==> src/rtl/store_buffer.sv <==
// store_buffer: posted-write FIFO in front of data_mem; loads drain queued stores first, then pass through.
module store_buffer #(
  parameter int DEPTH = 4
) (
  input  logic        clk,
  input  logic        reset,
  input  logic [31:0] cpu_addr,
  input  logic [31:0] cpu_write_data,
  input  logic        cpu_memwrite,
  input  logic        cpu_memread,
  input  logic [3:0]  cpu_sign_mask,
  output logic [31:0] cpu_read_data,
  output logic        cpu_stall,
  output logic [31:0] mem_addr,
  output logic [31:0] mem_write_data,
  output logic        mem_memwrite,
  output logic        mem_memread,
  output logic [3:0]  mem_sign_mask,
  input  logic [31:0] mem_read_data,
  input  logic        mem_busy
);
  localparam int PTR_W = $clog2(DEPTH);
  localparam logic [1:0] IDLE = 2'd0, ISSUE = 2'd1, WAIT_HI = 2'd2, WAIT_LO = 2'd3;
  logic [31:0] q_addr [DEPTH];
  logic [31:0] q_data [DEPTH];
  logic [3:0]  q_mask [DEPTH];
  logic [PTR_W-1:0] rd_ptr, wr_ptr;
  logic [PTR_W:0] count;
  logic [1:0] state, nstate;
  logic op_ld, ld_done, full, push, issue_st, issue_ld, ld_fin;
  always_comb begin
    full      = count == (PTR_W+1)'(DEPTH);
    push      = cpu_memwrite & ~full;
    issue_st  = (state == IDLE) & ~mem_busy & (count != '0);
    issue_ld  = (state == IDLE) & ~mem_busy & (count == '0) & cpu_memread & ~ld_done;
    ld_fin    = (state == WAIT_LO) & ~mem_busy & op_ld;
    cpu_stall = (cpu_memwrite & full) | (cpu_memread & ~ld_done);
    nstate    = (state == IDLE)    ? ((issue_st | issue_ld) ? ISSUE : IDLE) :
                (state == ISSUE)   ? WAIT_HI :
                (state == WAIT_HI) ? (mem_busy ? WAIT_LO : WAIT_HI) :
                                     (mem_busy ? WAIT_LO : IDLE);
  end
  // entry storage carries no reset; only pointers and count define validity
  always_ff @(posedge clk) begin
    if (push) begin
      q_addr[wr_ptr] <= cpu_addr;
      q_data[wr_ptr] <= cpu_write_data;
      q_mask[wr_ptr] <= cpu_sign_mask;
    end
  end
  always_ff @(posedge clk) begin
    if (reset) begin
      count          <= '0;
      rd_ptr         <= '0;
      wr_ptr         <= '0;
      state          <= IDLE;
      op_ld          <= 1'b0;
      ld_done        <= 1'b0;
      cpu_read_data  <= '0;
      mem_addr       <= '0;
      mem_write_data <= '0;
      mem_memwrite   <= 1'b0;
      mem_memread    <= 1'b0;
      mem_sign_mask  <= '0;
    end else begin
      state        <= nstate;
      count        <= count + {{PTR_W{1'b0}}, push} - {{PTR_W{1'b0}}, issue_st};
      wr_ptr       <= push ? wr_ptr + 1'b1 : wr_ptr;
      rd_ptr       <= issue_st ? rd_ptr + 1'b1 : rd_ptr;
      op_ld        <= issue_ld ? 1'b1 : issue_st ? 1'b0 : op_ld;
      ld_done      <= ld_fin;
      mem_memwrite <= issue_st;
      mem_memread  <= issue_ld;
      if (ld_fin) cpu_read_data <= mem_read_data;
      if (issue_st) begin
        mem_addr       <= q_addr[rd_ptr];
        mem_write_data <= q_data[rd_ptr];
        mem_sign_mask  <= q_mask[rd_ptr];
      end else if (issue_ld) begin
        mem_addr      <= cpu_addr;
        mem_sign_mask <= cpu_sign_mask;
      end
    end
  end
endmodule

==> config.mk <==
export PLATFORM = sky130hd
export DESIGN_NAME = store_buffer
export DESIGN_NICKNAME = d
export VERILOG_FILES = /design/src/rtl/store_buffer.sv
export SDC_FILE = /design/constraint.sdc
export NUM_CORES = 1
export LEC_CHECK = 0
export ABC_AREA = 1
export ABC_CLOCK_PERIOD_IN_PS = 5230
export BUFFER_PORTS_ARGS = -buffer_cell sky130_fd_sc_hd__buf_4
export CORE_MARGIN = 2
export CORE_UTILIZATION = 50
export DETAILED_ROUTE_END_ITERATION = 8
export PLACE_DENSITY_LB_ADDON = 0.1
export SLEW_MARGIN = 5
export SYNTH_ARGS = -nofsm -noshare
export SYNTH_HDL_FRONTEND = slang
export SYNTH_SLANG_ARGS = --single-unit
==> constraint.sdc <==
create_clock -name clk -period 5.23 [get_ports clk]
set_input_delay 1.046 -clock clk [delete_from_list [all_inputs] [get_ports clk]]
set_output_delay 1.046 -clock clk [all_outputs]
set_load 0.05 [all_outputs]
==> results of run 1 <==
## critical path, stage by stage
cell	delay [ps]
buf_4	150
nor2_8	540
nand2_4	710
xor2_1	320
ha_1	170
inv_1	50
fa_1	380
inv_1	70
o21ai_0	80
a21oi_1	140
## flip-flops by register name, summed over array words and instances, names as in the netlist, named ones only
register / cells
op_ld: 1
mem_sign_mask: 4
q_addr: 128
mem_addr: 32
mem_memread: 1
cpu_read_data: 32
mem_memwrite: 1
wr_ptr: 2
mem_write_data: 32
q_data: 128
ld_done: 1
q_mask: 16
state: 2
rd_ptr: 2
count: 3
## metrics by stage
step | worst slack [ps] | hold WS (ps)
6_report | 2000 | 460
5_1_grt | 1840 | 474
4_1_cts | 2010 | 462
3_5_place_dp | 1450 | 453
3_3_place_gp | 1480 | 450
2_1_floorplan | 664 | 468
## metal layers
metal	global-route usage [%]	vias up	wire length [um]
li1	-	5233	-
met1	27.9	5041	14500
met2	39.0	267	17500
met3	3.88	50	2050
met4	6.15	0	635
met5	0	-	0
## cells in the final DEF, fill, tap and decap left out, types with 4 or more instances in the layout
cell / Yosys / routed
bufinv_16: 0 / 6
o21ai_1: 4 / 4
nand2_1: 330 / 330
nor2_1: 241 / 237
clkbuf_16: 0 / 42
dfxtp_1: 115 / 112
o21ai_0: 96 / 96
o22ai_1: 32 / 32
clkbuf_1: 39 / 6
clkinv_1: 2 / 4
edfxtp_1: 272 / 272
nand3_1: 108 / 108
inv_1: 67 / 66
clkinv_2: 0 / 13
a21oi_1: 76 / 76
inv_2: 4 / 6
ha_1: 5 / 5
nor2_4: 2 / 6
buf_4: 5 / 219
## worst paths after layout
path	startpoint	endpoint	slack (ps)	cells after the start
setup reg to reg	state[1]	count[2]	2200	11
hold / removal	cpu_read_data[19]	cpu_read_data[19]	460	2
hold reg to reg	cpu_read_data[19]	cpu_read_data[19]	460	2
setup / recovery	mem_busy	count[2]	2000	10
## power groups by stage
| stage | sequential, W | clock, W | combinational (W) |
|---|---|---|---|
| 3_5_place_dp | 0.00393 | 0 | 0.00240 |
| 2_1_floorplan | 0.00445 | 0 | 0.00118 |
| 3_3_place_gp | 0.00392 | 0 | 0.00237 |
| 6_report | 0.00387 | 0.00299 | 0.00238 |
| 4_1_cts | 0.00387 | 0.00304 | 0.00241 |
| 5_1_grt | 0.00390 | 0.00316 | 0.00262 |
## layout make-up
class	instances	area share, %
inverters	73	1.50
repair buffers	220	9.08
clock buffers	51	6.08
flip-flops and latches	387	57.2
multi-input cells	906	21.9
well taps	390	2.66
clock inverters	24	1.58
## cell families after synthesis
kind of cell / count (synthesis) / synth area share, %
DFF: 387 / 69.1
and+or+nand+nor: 687 / 18.3
adders and majority gates: 6 / 0.545
xor gates and xnor gates: 2 / 0.116
buffers and inverters: 161 / 4.61
AOI/OAI and AO/OA: 211 / 7.35
==> impl_metrics.yaml, run 1 <==
outcome:
  outcome: "finished clean"
synthesis:
  ys_ff_latch: 387
  async_reset_ff_share_pct: 0
  synth.most_common_cell: "nand2_1"
  yosys-top-cells-count: "nand2_1, edfxtp_1, nor2_1, dfxtp_1, nand3_1"
  seq_area_frac_synth_pct: 69.1
  syn_inst: 1454
  syn_area_per_cell_um2: 10.4
  synth_ff_type: "edfxtp_1"
  syn_nets: 1565
  ys_types: 30
  synth_top_area_share_pct: 53.9
  synth_enable_flop_cells: 272
  ys_top_cells_by_area: "edfxtp_1, dfxtp_1, nand2_1"
  yosys_warnings: 0
  synth_area_um2: 15200
  synth_top_area_cell: "edfxtp_1"
sta:
  rsz0062_at_grt: "no"
  tns_ps: 0
  tightest_slew_ps: 1150
  max_freq_mhz: 310
  maxSlewViolCount: 0
  finClkSkew_ps: 22.3
  relSlewSlack_pct: 23.3
  fin_crit_ps: 3230
  finalSetupViolations: 0
  min_period_over_period_pct: 61.7
  finalHoldViolCount: 0
power_and_ir_drop:
  combinationalPowerShare_pct: 25.8
  peakVddDrop_uv: 360
  p_per_area_nw_per_um2: 504
  p_int_w: 0.00618
  power.share.clock_pct: 32.3
  p_leak_nw: 7.32
  total_power_w: 0.00923
  pwr-share-seq_pct: 41.9
  p_sw_share_pct: 33.0
  switchingPower_w: 0.00305
min_path:
  hold_path_class: "flip-flop to flip-flop"
critical_path:
  arrival_ps: 3680
  crit_required_ps: 5690
  worst-setup-path-type: "primary input to flip-flop"
  worst_setup_path_start_kind: "primary input"
  critPathCaptureType: "flip-flop"
  path_max_fanout: 74
drt:
  ant_nets: 0
  wirelength_mm: 34.6
  post_drt_wl_per_cell_um: 16.9
  via_per_inst: 5.16
  remaining_drc_errors: 0
  drt_iter0_drc: 859
  dr.pass1.iters: 5
  dr_total_vias: 10591
floorplanning:
  core_area_um2: 29700
  initial_utilization_pct: 51.0
  num_rows: 63
  ios: 208
  dieWidth_um: 178
  fp.dieArea_um2: 31700
  die_y_um: 178
final_layout:
  fillers: 2458
  final_area_um2: 18300
  final_core_util_pct: 61.7
  areaGrowthSynthToFinish_pct: 20.9
  final_layout_size_suffix_gt1_share_pct: 18.5
  layout.cells.non_filler: 2051
  nets: 1740
  multi_input_area_um2: 4020
  ff_latch_area_um2: 10500
  diodes: 0
run:
  maxCapViolCount: 0
clock_tree:
  cts_tree: "yes"
  cts-htree-levels: 2
  clkSlewWorstSetupHoldPaths_ps: 60
  postCtsHoldBufs: 0
  cts.sinks: 387
  post_cts_resized: 0
  clk_latency_ps: 530
  clk_path_buf_depth: 3
  post-cts-setup-buffers: 0
  cts_root_buffer: "clkbuf_16"
  cts-buffers-inserted: 41
placed_design:
  gp_congestion: 0.749
  port_buffers: 207
  place_inst: 1976
  dp_hpwl_mm: 18.8
  placed_area_um2: 16900
global_routing:
  grt_pass1_wl_mm: 54.8
  grt.total_usage_pct: 22.0
  grt_max_degree: 75
  antenna_found_initial: 0
  grt-ovfl-total: 0
  grt_pass1_vias: 10404
Note: power is estimated with default switching activity, not from simulation.
==> inputs of run 2 (changes only) <==
--- a/config.mk
+++ b/config.mk
@@ -6,7 +6,7 @@
 export NUM_CORES = 1
 export LEC_CHECK = 0
 export ABC_AREA = 1
-export ABC_CLOCK_PERIOD_IN_PS = 5230
+export ABC_CLOCK_PERIOD_IN_PS = 3250
 export BUFFER_PORTS_ARGS = -buffer_cell sky130_fd_sc_hd__buf_4
 export CORE_MARGIN = 2
 export CORE_UTILIZATION = 50
==> constraint.sdc (replaced) <==
create_clock -name clk -period 3.25 [get_ports clk]
set_input_delay 0.65 -clock clk [delete_from_list [all_inputs] [get_ports clk]]
set_output_delay 0.65 -clock clk [all_outputs]
set_load 0.05 [all_outputs]
==> impl_metrics.yaml, run 2 (same netlist as run 1, synthesis figures left out) <==
power_and_ir_drop:
  p_int_w: 0.00966
  p_per_area_nw_per_um2: 794
  pwr-share-seq_pct: 42.7
  p_leak_nw: 7.32
  p_sw_share_pct: 33.5
  power.share.clock_pct: 30.5
  peakVddDrop_uv: 488
  switchingPower_w: 0.00488
  combinationalPowerShare_pct: 26.7
final_layout:
  final_cell_mix: "nand2_1, edfxtp_1, nor2_1"
  largestRegisters: "q_addr: 128 flops, q_data: 128 flops"
  final_common_cell: "nand2_1"
  final_layout_size_suffix_gt1_share_pct: 18.9
  diodes: 0
  areaGrowthSynthToFinish_pct: 20.8
  nets: 1754
  final_core_util_pct: 61.6
  layout.cells.non_filler: 2066
critical_path:
  crit_required_ps: 3700
  arrival_ps: 2850
  path_max_fanout: 41
  critPathCaptureType: "flip-flop"
  worst_setup_path_start_kind: "flip-flop"
  worst-setup-path-type: "flip-flop to flip-flop"
global_routing:
  antenna_found_initial: 0
  grt_max_degree: 73
  grt-ovfl-total: 0
  grt_pass1_vias: 10379
  grt_pass1_wl_mm: 55.1
  grt.total_usage_pct: 22.2
sta:
  fin_ws_ps: 844
  finClkSkew_ps: 13.2
  min_period_over_period_pct: 74.0
  rsz0062_at_grt: "no"
  finalHoldViolCount: 0
  max_freq_mhz: 416
  finalSetupViolations: 0
  relSlewSlack_pct: 27.6
  fin_crit_ps: 2410
  tightest_slew_ps: 1090
  maxSlewViolCount: 0
clock_tree:
  clk_latency_ps: 530
  cts.sinks: 387
  postCtsHoldBufs: 0
  cts_tree: "yes"
  clk_path_buf_depth: 3
  cts-buffers-inserted: 41
  cts-htree-levels: 2
  post-cts-setup-buffers: 0
  post_cts_resized: 0
  cts_root_buffer: "clkbuf_16"
  clkSlewWorstSetupHoldPaths_ps: 60
floorplanning:
  ios: 208
  core_area_um2: 29700
  num_rows: 63
  initial_utilization_pct: 51.0
  dieWidth_um: 178
  die_y_um: 178
  fp.dieArea_um2: 31700
drt:
  post_drt_wl_per_cell_um: 17.1
  wl_met3_mm: 2.18
  wl_met2_mm: 17.9
  wl_met1_mm: 14.6
  via_per_inst: 5.19
  dr_total_vias: 10725
  dr.max_layer_used: "met4"
  wirelength_mm: 35.4
  ant_nets: 0
  drt_iter0_drc: 651
  dr.pass1.iters: 5
  remaining_drc_errors: 0
outcome:
  outcome: "finished clean"
min_path:
  hold_path_class: "primary input to flip-flop"
placed_design:
  port_buffers: 207
  gp_congestion: 0.784
  dp_hpwl_mm: 19.7
  pre_cts_ws_ps: 813
  place_inst: 1990
run:
  maxCapViolCount: 0
==> run 2: cell count changes in the layout (fill, tap and decap cells not counted) <==
cell,delta
clkinvlp_4,+1
clkbuf_16,+1
buf_12,-1
buf_4,+15
clkinv_1,+3
inv_6,+1
clkbuf_1,+4
clkbuf_8,+2
clkinv_2,-4
bufinv_16,-5
clkinv_8,-2
==> run 2: through the flow <==
stage                     total power (W)  hold slack (ps)  cell area [um2]  TNS [ps]
after floorplan                   0.00906              468            15200   -250150
after global placement             0.0102              448            17000         0
after detailed placement           0.0102              453            17000         0
after CTS                          0.0147              299            18300         0
after global routing               0.0152              304            18300         0
final                              0.0145              319            18300         0
==> run 2: routing by layer <==
layer | vias up | track usage (%)
li1 | 5271 | -
met1 | 5124 | 27.6
met2 | 278 | 39.6
met3 | 52 | 4.50
met4 | 0 | 5.74
met5 | - | 0
==> run 2: critical path, stage by stage (launching register included) <==
cell	delay, ps
dfxtp_1	390
nor2_4	180
nand2_4	300
nand2_4	210
buf_4	450
a21oi_1	110
fa_1	370
inv_1	80
o21ai_0	80
a21oi_1	160
==> run 2: area by class of cell <==
cell class	instances	area, um2
multi-input cells	906	4020
inverters	73	274
clock inverters	18	114
clock buffers	58	1180
fillers	2482	11400
well taps	390	488
flip-flops and latches	387	10500
repair buffers	234	1760
==> run 2: final timing paths <==
path                      startpoint               end  slack [ps]  cells after the start
setup / recovery            count[1]          count[2]         840                      9
setup reg to reg            count[1]          count[2]         840                      9
hold / removal    cpu_write_data[21]     q_data[1][21]         320                      1
hold reg to reg     cpu_read_data[3]  cpu_read_data[3]         460                      2
==> run 2: power by group through the flow <==
stage	logic (W)	registers, W	clock network, W
6_report	0.00389	0.00621	0.00444
5_1_grt	0.00426	0.00626	0.00471
4_1_cts	0.00393	0.00621	0.00452
3_5_place_dp	0.00391	0.00631	0
3_3_place_gp	0.00386	0.00629	0
2_1_floorplan	0.00190	0.00716	0
==> inputs of run 3 (changes only) <==
--- a/config.mk
+++ b/config.mk
@@ -6,7 +6,7 @@
 export NUM_CORES = 1
 export LEC_CHECK = 0
 export ABC_AREA = 1
-export ABC_CLOCK_PERIOD_IN_PS = 3250
+export ABC_CLOCK_PERIOD_IN_PS = 2400
 export BUFFER_PORTS_ARGS = -buffer_cell sky130_fd_sc_hd__buf_4
 export CORE_MARGIN = 2
 export CORE_UTILIZATION = 50
==> constraint.sdc (replaced) <==
create_clock -name clk -period 2.4 [get_ports clk]
set_input_delay 0.48 -clock clk [delete_from_list [all_inputs] [get_ports clk]]
set_output_delay 0.48 -clock clk [all_outputs]
set_load 0.05 [all_outputs]
==> impl_metrics.yaml, run 3 (same netlist as run 1, synthesis figures left out) <==
clock_tree:
  post-cts-setup-buffers: 0
  clk_latency_ps: 520
  cts.sinks: 387
  post_cts_resized: 0
  postCtsHoldBufs: 0
  clk_path_buf_depth: 3
  cts-buffers-inserted: 41
  clkSlewWorstSetupHoldPaths_ps: 60
  cts_tree: "yes"
  cts_root_buffer: "clkbuf_16"
  cts-htree-levels: 2
critical_path:
  critPathCaptureType: "output port"
  worst-setup-path-type: "flip-flop to output port"
  path_max_fanout: 4
  worst_setup_path_start_kind: "flip-flop"
  crit_required_ps: 1920
  cp_slowest_stage_delay_ps: 310
  arrival_ps: 1500
  reg2reg_depth: 8
  cp_cell_sequence: "nor2_1, a31o_2, buf_4"
  cp_slowest_cell: "nor2_1"
final_layout:
  largestRegisters: "q_addr: 128 flops, q_data: 128 flops"
  final_common_cell: "nand2_1"
  final_cell_mix: "nand2_1, edfxtp_1, nor2_1"
  fillers: 2471
  final_core_util_pct: 62.4
  nets: 1759
  final_layout_size_suffix_gt1_share_pct: 19.0
  final_area_um2: 18600
  areaGrowthSynthToFinish_pct: 22.4
placed_design:
  gp_congestion: 0.735
  placed_area_um2: 17200
  dp_hpwl_mm: 19.8
  port_buffers: 207
drt:
  post_drt_wl_per_cell_um: 16.8
  dr.max_layer_used: "met4"
  drt_iter0_drc: 861
  wl_met3_mm: 2.03
  dr_total_vias: 10686
  via_per_inst: 5.16
  wl_met1_mm: 14.8
  remaining_drc_errors: 0
  dr.pass1.iters: 4
  wirelength_mm: 34.9
  wl_met2_mm: 17.3
  ant_nets: 0
sta:
  fin_crit_ps: 1980
  whs_ps: 157
  finalSetupViolations: 0
  relSlewSlack_pct: 45.1
  tns_ps: 0
  maxSlewViolCount: 0
  finClkSkew_ps: 14.7
  rsz0062_at_grt: "no"
  tightest_slew_ps: 823
  min_period_over_period_pct: 82.5
  max_freq_mhz: 505
  finalHoldViolCount: 0
global_routing:
  grt_max_degree: 73
  grt-ovfl-total: 0
  grt_pass1_wl_mm: 54.3
  antenna_found_initial: 1
  grt.total_usage_pct: 21.9
  grt_pass1_vias: 10167
power_and_ir_drop:
  p_per_area_nw_per_um2: 1080
  p_leak_nw: 7.42
  peakVddDrop_uv: 659
run:
  maxCapViolCount: 0
floorplanning:
  core_area_um2: 29700
  initial_utilization_pct: 51.0
  ios: 208
  dieWidth_um: 178
  die_y_um: 178
  num_rows: 63
  fp.dieArea_um2: 31700
min_path:
  min_path_cells: 1
  hold_path_class: "primary input to flip-flop"
outcome:
  outcome: "finished clean"
==> run 3: worst paths after layout <==
path	start	endpoint	slack (ps)
worst min-delay path	cpu_write_data[7]	q_data[3][7]	160
worst max register to register	count[1]	mem_addr[7]	560
worst max-delay path	ld_done	cpu_stall	420
worst min register to register	cpu_read_data[3]	cpu_read_data[3]	460
==> run 3: per-layer routing <==
layer | vias up | global-route usage, %
met1 | 5068 | 28.6
li1 | 5271 | -
met2 | 287 | 37.5
met4 | 0 | 6.56
met3 | 60 | 4.01
met5 | - | 0
==> run 3: worst max-delay path: cells and delay by family (launching register included) <==
kind                   cells  cell delay (ps)
buffers and inverters      1              200
AOI/OAI and AO/OA          1              170
and+or+nand+nor            1              310
DFF                        1              300
==> run 3: cell type report <==
| cell class | count | area [um2] | share of cell area [%] |
|---|---|---|---|
| antenna | 1 | 2.50 | 0.0135 |
| clock buffer | 54 | 1150 | 6.18 |
| clock inverter | 22 | 204 | 1.10 |
| inverter | 73 | 274 | 1.48 |
| multi-input combinational | 906 | 4020 | 21.7 |
| sequential | 387 | 10500 | 56.4 |
| tap | 390 | 488 | 2.63 |
| timing repair buffer | 239 | 1940 | 10.5 |
==> run 3: where the power goes <==
part | internal [W] | switching (W) | total, W
logic | 0.00158 | 0.00382 | 0.00540
clock network | 0.00379 | 0.00250 | 0.00629
registers | 0.00807 | 0.000328 | 0.00840
==> run 3: metrics by stage <==
stage | instances | total power, W | worst slack [ps]
after floorplan | 1454 | 0.0122 | -623
after global placement | 1995 | 0.0139 | 471
after detailed placement | 1995 | 0.0140 | 480
after CTS | 2071 | 0.0203 | 368
after global routing | 2072 | 0.0211 | 324
final | 2072 | 0.0201 | 419
